`config.mk`:
```
export PLATFORM = sky130hd
export DESIGN_NAME = spi_ram_ctrl
export DESIGN_NICKNAME = d
export VERILOG_FILES = /design/src/rtl/spi_ram_pkg.sv /design/src/rtl/spi_ram_mem.sv /design/src/rtl/spi_ram_ctrl.sv
export SDC_FILE = /design/constraint.sdc
export NUM_CORES = 2
export LEC_CHECK = 0
export ABC_AREA = 1
export ABC_CLOCK_PERIOD_IN_PS = 4400
export CAP_MARGIN = 20
export CELL_PAD_IN_SITES_DETAIL_PLACEMENT = 0
export CELL_PAD_IN_SITES_GLOBAL_PLACEMENT = 1
export CORE_MARGIN = 3
export CORE_UTILIZATION = 30
export CTS_CLUSTER_DIAMETER = 150
export DETAILED_ROUTE_END_ITERATION = 10
export DONT_BUFFER_PORTS = 1
export PLACE_DENSITY_LB_ADDON = 0.1
export RECOVER_POWER = 100
export SETUP_SLACK_MARGIN = 0.05
export SYNTH_ARGS = -nofsm -noshare
export SYNTH_HDL_FRONTEND = slang
export SYNTH_SLANG_ARGS = --single-unit
```
`constraint.sdc`:
```
create_clock -name clk -period 4.4 [get_ports clk]
set_clock_uncertainty 0.2 [all_clocks]
set_input_delay 1.32 -clock clk [delete_from_list [all_inputs] [get_ports clk]]
set_output_delay 1.32 -clock clk [all_outputs]
set_load 0.02 [all_outputs]
```
`src/rtl/spi_ram_pkg.sv`:
```
// Shared types for the SPI command-decoded RAM slave: opcodes, FSM states, frame layout.
package spi_ram_pkg;

  localparam int unsigned OP_W = 2;

  typedef enum logic [1:0] {
    CMD_WR_ADDR = 2'b00,
    CMD_WR_DATA = 2'b01,
    CMD_RD_ADDR = 2'b10,
    CMD_RD_DATA = 2'b11
  } cmd_e;

  typedef enum logic [1:0] {
    ST_IDLE = 2'b00,
    ST_RD   = 2'b01,
    ST_HOLD = 2'b10
  } state_e;

  // Opcode sits directly above the DATA_W-bit payload in each frame.
  function automatic int unsigned op_lsb(input int unsigned data_w);
    return data_w;
  endfunction

endpackage

```
`src/rtl/spi_ram_mem.sv`:
```
// Single-port synchronous RAM: one write or one registered read per cycle.
module spi_ram_mem #(
  parameter int unsigned ADDR_W = 8,
  parameter int unsigned DATA_W = 8
) (
  input  logic              clk,
  input  logic              we,
  input  logic              re,
  input  logic [ADDR_W-1:0] addr,
  input  logic [DATA_W-1:0] wdata,
  output logic [DATA_W-1:0] rdata
);

  localparam int unsigned DEPTH = 2 ** ADDR_W;

  logic [DATA_W-1:0] mem [DEPTH];

  // Contents are intentionally not reset.
  always_ff @(posedge clk) begin
    if (we) begin
      mem[addr] <= wdata;
    end else if (re) begin
      rdata <= mem[addr];
    end
  end

endmodule

```
`src/rtl/spi_ram_ctrl.sv`:
```
// Command-decoded RAM slave behind an SPI slave; read data returned over valid/ready.
// Optional macro SPI_RAM_AUTO_INC_EN: pointers post-increment on WR_DATA / each read.
module spi_ram_ctrl
  import spi_ram_pkg::*;
#(
  parameter int unsigned ADDR_W = 8,
  parameter int unsigned DATA_W = 8
) (
  input  logic              clk,
  input  logic              rst,
  input  logic [DATA_W+1:0] rx_data,
  input  logic              rx_valid,
  output logic              rx_ready,
  output logic [DATA_W-1:0] tx_data,
  output logic              tx_valid,
  input  logic              tx_ready,
  output logic              busy
);

  localparam int unsigned OP_LSB = op_lsb(DATA_W);

  if (ADDR_W > DATA_W) begin : g_param_check
    $error("spi_ram_ctrl: ADDR_W must not exceed DATA_W");
  end

  state_e            state, state_nxt;
  logic [ADDR_W-1:0] wr_ptr, wr_ptr_nxt;
  logic [ADDR_W-1:0] rd_ptr, rd_ptr_nxt;
  logic [DATA_W-1:0] tx_data_nxt;
  logic              tx_valid_nxt;

  logic              mem_we, mem_re;
  logic [ADDR_W-1:0] mem_addr;
  logic [DATA_W-1:0] mem_rdata;

  cmd_e              cmd;
  logic [DATA_W-1:0] payload;
  logic              accept;

  assign cmd     = cmd_e'(rx_data[OP_LSB +: OP_W]);
  assign payload = rx_data[DATA_W-1:0];
  assign accept  = rx_valid && rx_ready;

  // State and registered outputs; rx_ready/busy track the next state.
  always_ff @(posedge clk) begin
    if (rst) begin
      state    <= ST_IDLE;
      wr_ptr   <= '0;
      rd_ptr   <= '0;
      tx_data  <= '0;
      tx_valid <= 1'b0;
      rx_ready <= 1'b1;
      busy     <= 1'b0;
    end else begin
      state    <= state_nxt;
      wr_ptr   <= wr_ptr_nxt;
      rd_ptr   <= rd_ptr_nxt;
      tx_data  <= tx_data_nxt;
      tx_valid <= tx_valid_nxt;
      rx_ready <= (state_nxt == ST_IDLE);
      busy     <= (state_nxt != ST_IDLE);
    end
  end

  // Next-state, pointer and memory-port decode.
  always_comb begin
    state_nxt    = state;
    wr_ptr_nxt   = wr_ptr;
    rd_ptr_nxt   = rd_ptr;
    tx_data_nxt  = tx_data;
    tx_valid_nxt = tx_valid;
    mem_we       = 1'b0;
    mem_re       = 1'b0;
    mem_addr     = rd_ptr;

    case (state)
      ST_IDLE: begin
        if (accept) begin
          case (cmd)
            CMD_WR_ADDR: wr_ptr_nxt = payload[ADDR_W-1:0];
            CMD_WR_DATA: begin
              mem_we   = 1'b1;
              mem_addr = wr_ptr;
`ifdef SPI_RAM_AUTO_INC_EN
              wr_ptr_nxt = wr_ptr + ADDR_W'(1);
`endif
            end
            CMD_RD_ADDR: rd_ptr_nxt = payload[ADDR_W-1:0];
            CMD_RD_DATA: begin
              // RAM read launched at the accepting edge; data is ready in ST_RD.
              mem_re    = 1'b1;
              mem_addr  = rd_ptr;
              state_nxt = ST_RD;
            end
            default: state_nxt = ST_IDLE;
          endcase
        end
      end
      ST_RD: begin
        tx_data_nxt  = mem_rdata;
        tx_valid_nxt = 1'b1;
        state_nxt    = ST_HOLD;
`ifdef SPI_RAM_AUTO_INC_EN
        rd_ptr_nxt = rd_ptr + ADDR_W'(1);
`endif
      end
      ST_HOLD: begin
        if (tx_ready) begin
          tx_valid_nxt = 1'b0;
          state_nxt    = ST_IDLE;
        end
      end
      default: state_nxt = ST_IDLE;
    endcase
  end

  spi_ram_mem #(
    .ADDR_W(ADDR_W),
    .DATA_W(DATA_W)
  ) u_mem (
    .clk  (clk),
    .we   (mem_we),
    .re   (mem_re),
    .addr (mem_addr),
    .wdata(payload),
    .rdata(mem_rdata)
  );

endmodule

```
==> out/qor.csv <==
stage,metric,value,unit
die,die height,545.3,µm
grt,GRT Resource Usage Total,0.1913,
die,Core ar.,288600,µm²
detailed_routing,met2 wire length,137.8,mm
setup_path,CP arrival,4650,ps
clock_tree,Worst-path clk slew,60,ps
placed_design,worst slack after detailed placement,-1274,ps
logic_synthesis,ys async rst share,0,
setup_path,top cell family by delay on the critical path,simple AND/OR/NAND/NOR gates,
logic_synthesis,ys flop type,edfxtp_1,
die,Initial Util,0.3023,
setup_path,WP data required,4820,ps
setup_path,Setup CP Type,in2reg,
power,total power draw,0.04499,W
run,Max Cap Viol,0,
clock_tree,CTS root buf,clkbuf_16,
final_layout,"commonest non-fill, non-tap cells in the layout","5219 x nand2_1, 2056 x edfxtp_1, 430 x buf_4",
setup_path,Crit path largest cell delay,370,ps
sta,minimum clock period,4229,ps
logic_synthesis,Ys Warns,0,
die,Die W,545.3,µm
sta,Final period util,0.9611,
logic_synthesis,Cells after Synth,8512,
clock_tree,H-tree depth,4,
detailed_routing,overall routed net length,289.8,mm
sta,FMAX,236.5,MHz
logic_synthesis,"Seq/Total Area, Yosys",0.7143,
logic_synthesis,number of synthesized flops with an enable pin,2056,
placed_design,# port buffers,0,
sta,fin worst setup slack,171.1,ps
setup_path,largest fanout on the critical path,50,
clock_tree,CTS Buffer Depth,4,
detailed_routing,post-DR vias/cell,4.499,
sta,Final Setup Violations,0,
final_layout,post-layout util,0.3617,
sta,worst slew pin tran,1224,ps
setup_path,Worst Path Buf+Inv,6,
setup_path,Worst path most repeated cell,nand2_1,
detailed_routing,DRC viols,0,
detailed_routing,DR pass1 iterations,6,
clock_tree,later-pin clock latency in the skew report,900,ps
logic_synthesis,syn_nets,8526,
detailed_routing,Top Metal Used,met4,
run_status,status,"finished, final reports clean",
detailed_routing,Initial DRC Count,4339,
grt,gr ovfl total,0,
final_layout,Final nets,9102,
detailed_routing,DR vias,59300,
placed_design,Placer Congestion,0.8018,
logic_synthesis,distinct cell type count of the synthesized netlist,28,
clock_tree,setup bufs post-CTS,0,
detailed_routing,routed wl met3,11.52,mm
grt,vias in the first global route,61010,
final_layout,"most common cell after layout, fill and taps aside",nand2_1,
die,boundary pin count,25,
sta,RSZ-0062 raised after global routing,false,
power,LEAKAGE,42.08,nW
sta,Slew headroom,0.1838,
setup_path,Startpoint Class,input port,
setup_path,critical path's slowest cell,nor2_2,
die,die area,297300,µm²
setup_path,critical path cell sequence,"nand2_2, inv_2, nand3_4, clkbuf_1, nand2_2, nand2_8, buf_4, buf_12, buf_4, nand2_1, nand2_1, nand2_1, nand2_1, nand2_1, nand2_1, o21ai_0, buf_4, nand2_1, nor2_1, nor2_1, nor2_2, nand2_1",
grt,largest net degree at the start of global routing,259,
clock_tree,clk sinks,2085,
power,power density over the cells,430.9,nW/µm²
clock_tree,Post-CTS Hold Fix Bufs,0,
placed_design,post-DP HPWL,171.9,mm
final_layout,area delta synth->final,19.66,%
grt,first-pass GRT wire length,422.7,mm
clock_tree,CTS tree,yes,
setup_path,Crit. End Element,flop,
detailed_routing,Metal-1 WL,133.4,mm
logic_synthesis,mean post-synth cell area,10.25,µm²
sta,Final Hold Viols,0,
clock_tree,CTS buffer count,240,
worst_hold_path,Tightest Hold Check Type,reg2reg,
detailed_routing,ANT nets after route,0,
sta,Pins Over Slew Limit,0,
grt,initial antenna violation count,17,
die,Row Count,197,
sta,hold slack,248.5,ps
power,VDD IR-drop max,0.0003162,V
logic_synthesis,Yosys reg bits,2085,
final_layout,share of layout cells above drive strength 1,0.1164,
logic_synthesis,mapped cell area,87250,µm²
detailed_routing,WL/cell,21.99,µm
==> worst reg2reg max path: stages (launching register included) <==
cell and delay (ps):
dfxtp_1 340, nand2_2 140, inv_2 120, nand3_4 110, clkbuf_1 130, nand2_2 120, nand2_8 210, buf_4 290
buf_12 190, buf_4 270, nand2_1 60, nand2_1 50, nand2_1 70, nand2_1 80, nand2_1 70, nand2_1 160
o21ai_0 210, buf_4 160, nand2_1 90, nor2_1 250, nor2_1 130, nor2_2 370, nand2_1 90
==> cell families (layout without fill, tap and decap cells) <==
group | Yosys count | in the layout | share of synthesized area
other cells | 0 | 11 | 0
buf+inv | 498 | 1275 | 0.02524
compound gates | 177 | 177 | 0.01028
simple gates | 5752 | 5752 | 0.2502
flops | 2085 | 2085 | 0.7143
==> metal layers <==
metal  GRT usage  up-vias
met1      0.2613    28930
met2      0.3218     1081
li1            -    28940
met5           0        -
met4     0.04654        0
met3     0.02522      356
==> per-stage QoR <==
step	setup TNS (ps)	cell area [µm²]	instances
3_5_place_dp	-363050	97450	12730
4_1_cts	0	105200	13170
5_1_grt	0	104400	13180
2_1_floorplan	0	87250	8512
6_report	0	104400	13180
3_3_place_gp	-366980	97450	12730
==> cell type report <==
cell class / count / area [µm²]
clock buffers: 319 / 6614
repair buffers: 772 / 6341
flip-flops and latches: 2085 / 62320
diodes: 11 / 27.53
inverters: 60 / 232.7
multi-input cells: 5929 / 22850
well taps: 3880 / 4855
fillers: 29090 / 184200
clock inverters: 124 / 1157
==> timing repair <==
action	in CTS	in global routing
setup endpoints to repair	4	7
resized for setup	7	9
pin swaps	0	2
==> worst paths after layout <==
path                  start  depth (start not counted)  slack, ps        endpoint
hold reg to reg   rd_ptr[4]                          2        250       rd_ptr[4]
setup reg to reg   rx_ready                         22        250  u_mem.rdata[1]
hold / removal    rd_ptr[4]                          2        250       rd_ptr[4]
setup / recovery   rx_valid                         22        170  u_mem.rdata[1]
==> state kept, by name (all words and copies together), names as in the netlist <==
name and count:
rd_ptr 8, u_mem.rdata 8, u_mem.mem 2048, tx_valid 1, tx_data 8, state 2
busy 1, rx_ready 1, wr_ptr 8
==> synthesized netlist by cell type, types with 3 or more instances <==
library cell  instances  share of area
inv_2                 8        0.00034
o21ai_0              93         0.0053
edfxtp_1           2056           0.71
buf_4                 5        0.00043
clkbuf_1            163         0.0070
o21ai_1              62         0.0036
buf_1                44         0.0019
nand2_2               3        0.00022
inv_1                51         0.0022
nand3_1             124         0.0071
nand2_1            5225           0.22
buf_2               221          0.013
nor2_2                3        0.00022
buf_6                 5        0.00065
nor2_1              388          0.017
a21oi_1              19         0.0011
dfxtp_1              29         0.0067
==> report_power, final <==
part / internal (W) / total (W) / switching (W)
combinational: 0.00105 / 0.00326 / 0.00222
clock: 0.0117 / 0.0199 / 0.00819
sequential: 0.0218 / 0.0219 / 0.0000216
total: 0.0346 / 0.0450 / 0.0104
Power figures use the tool's default switching activity.
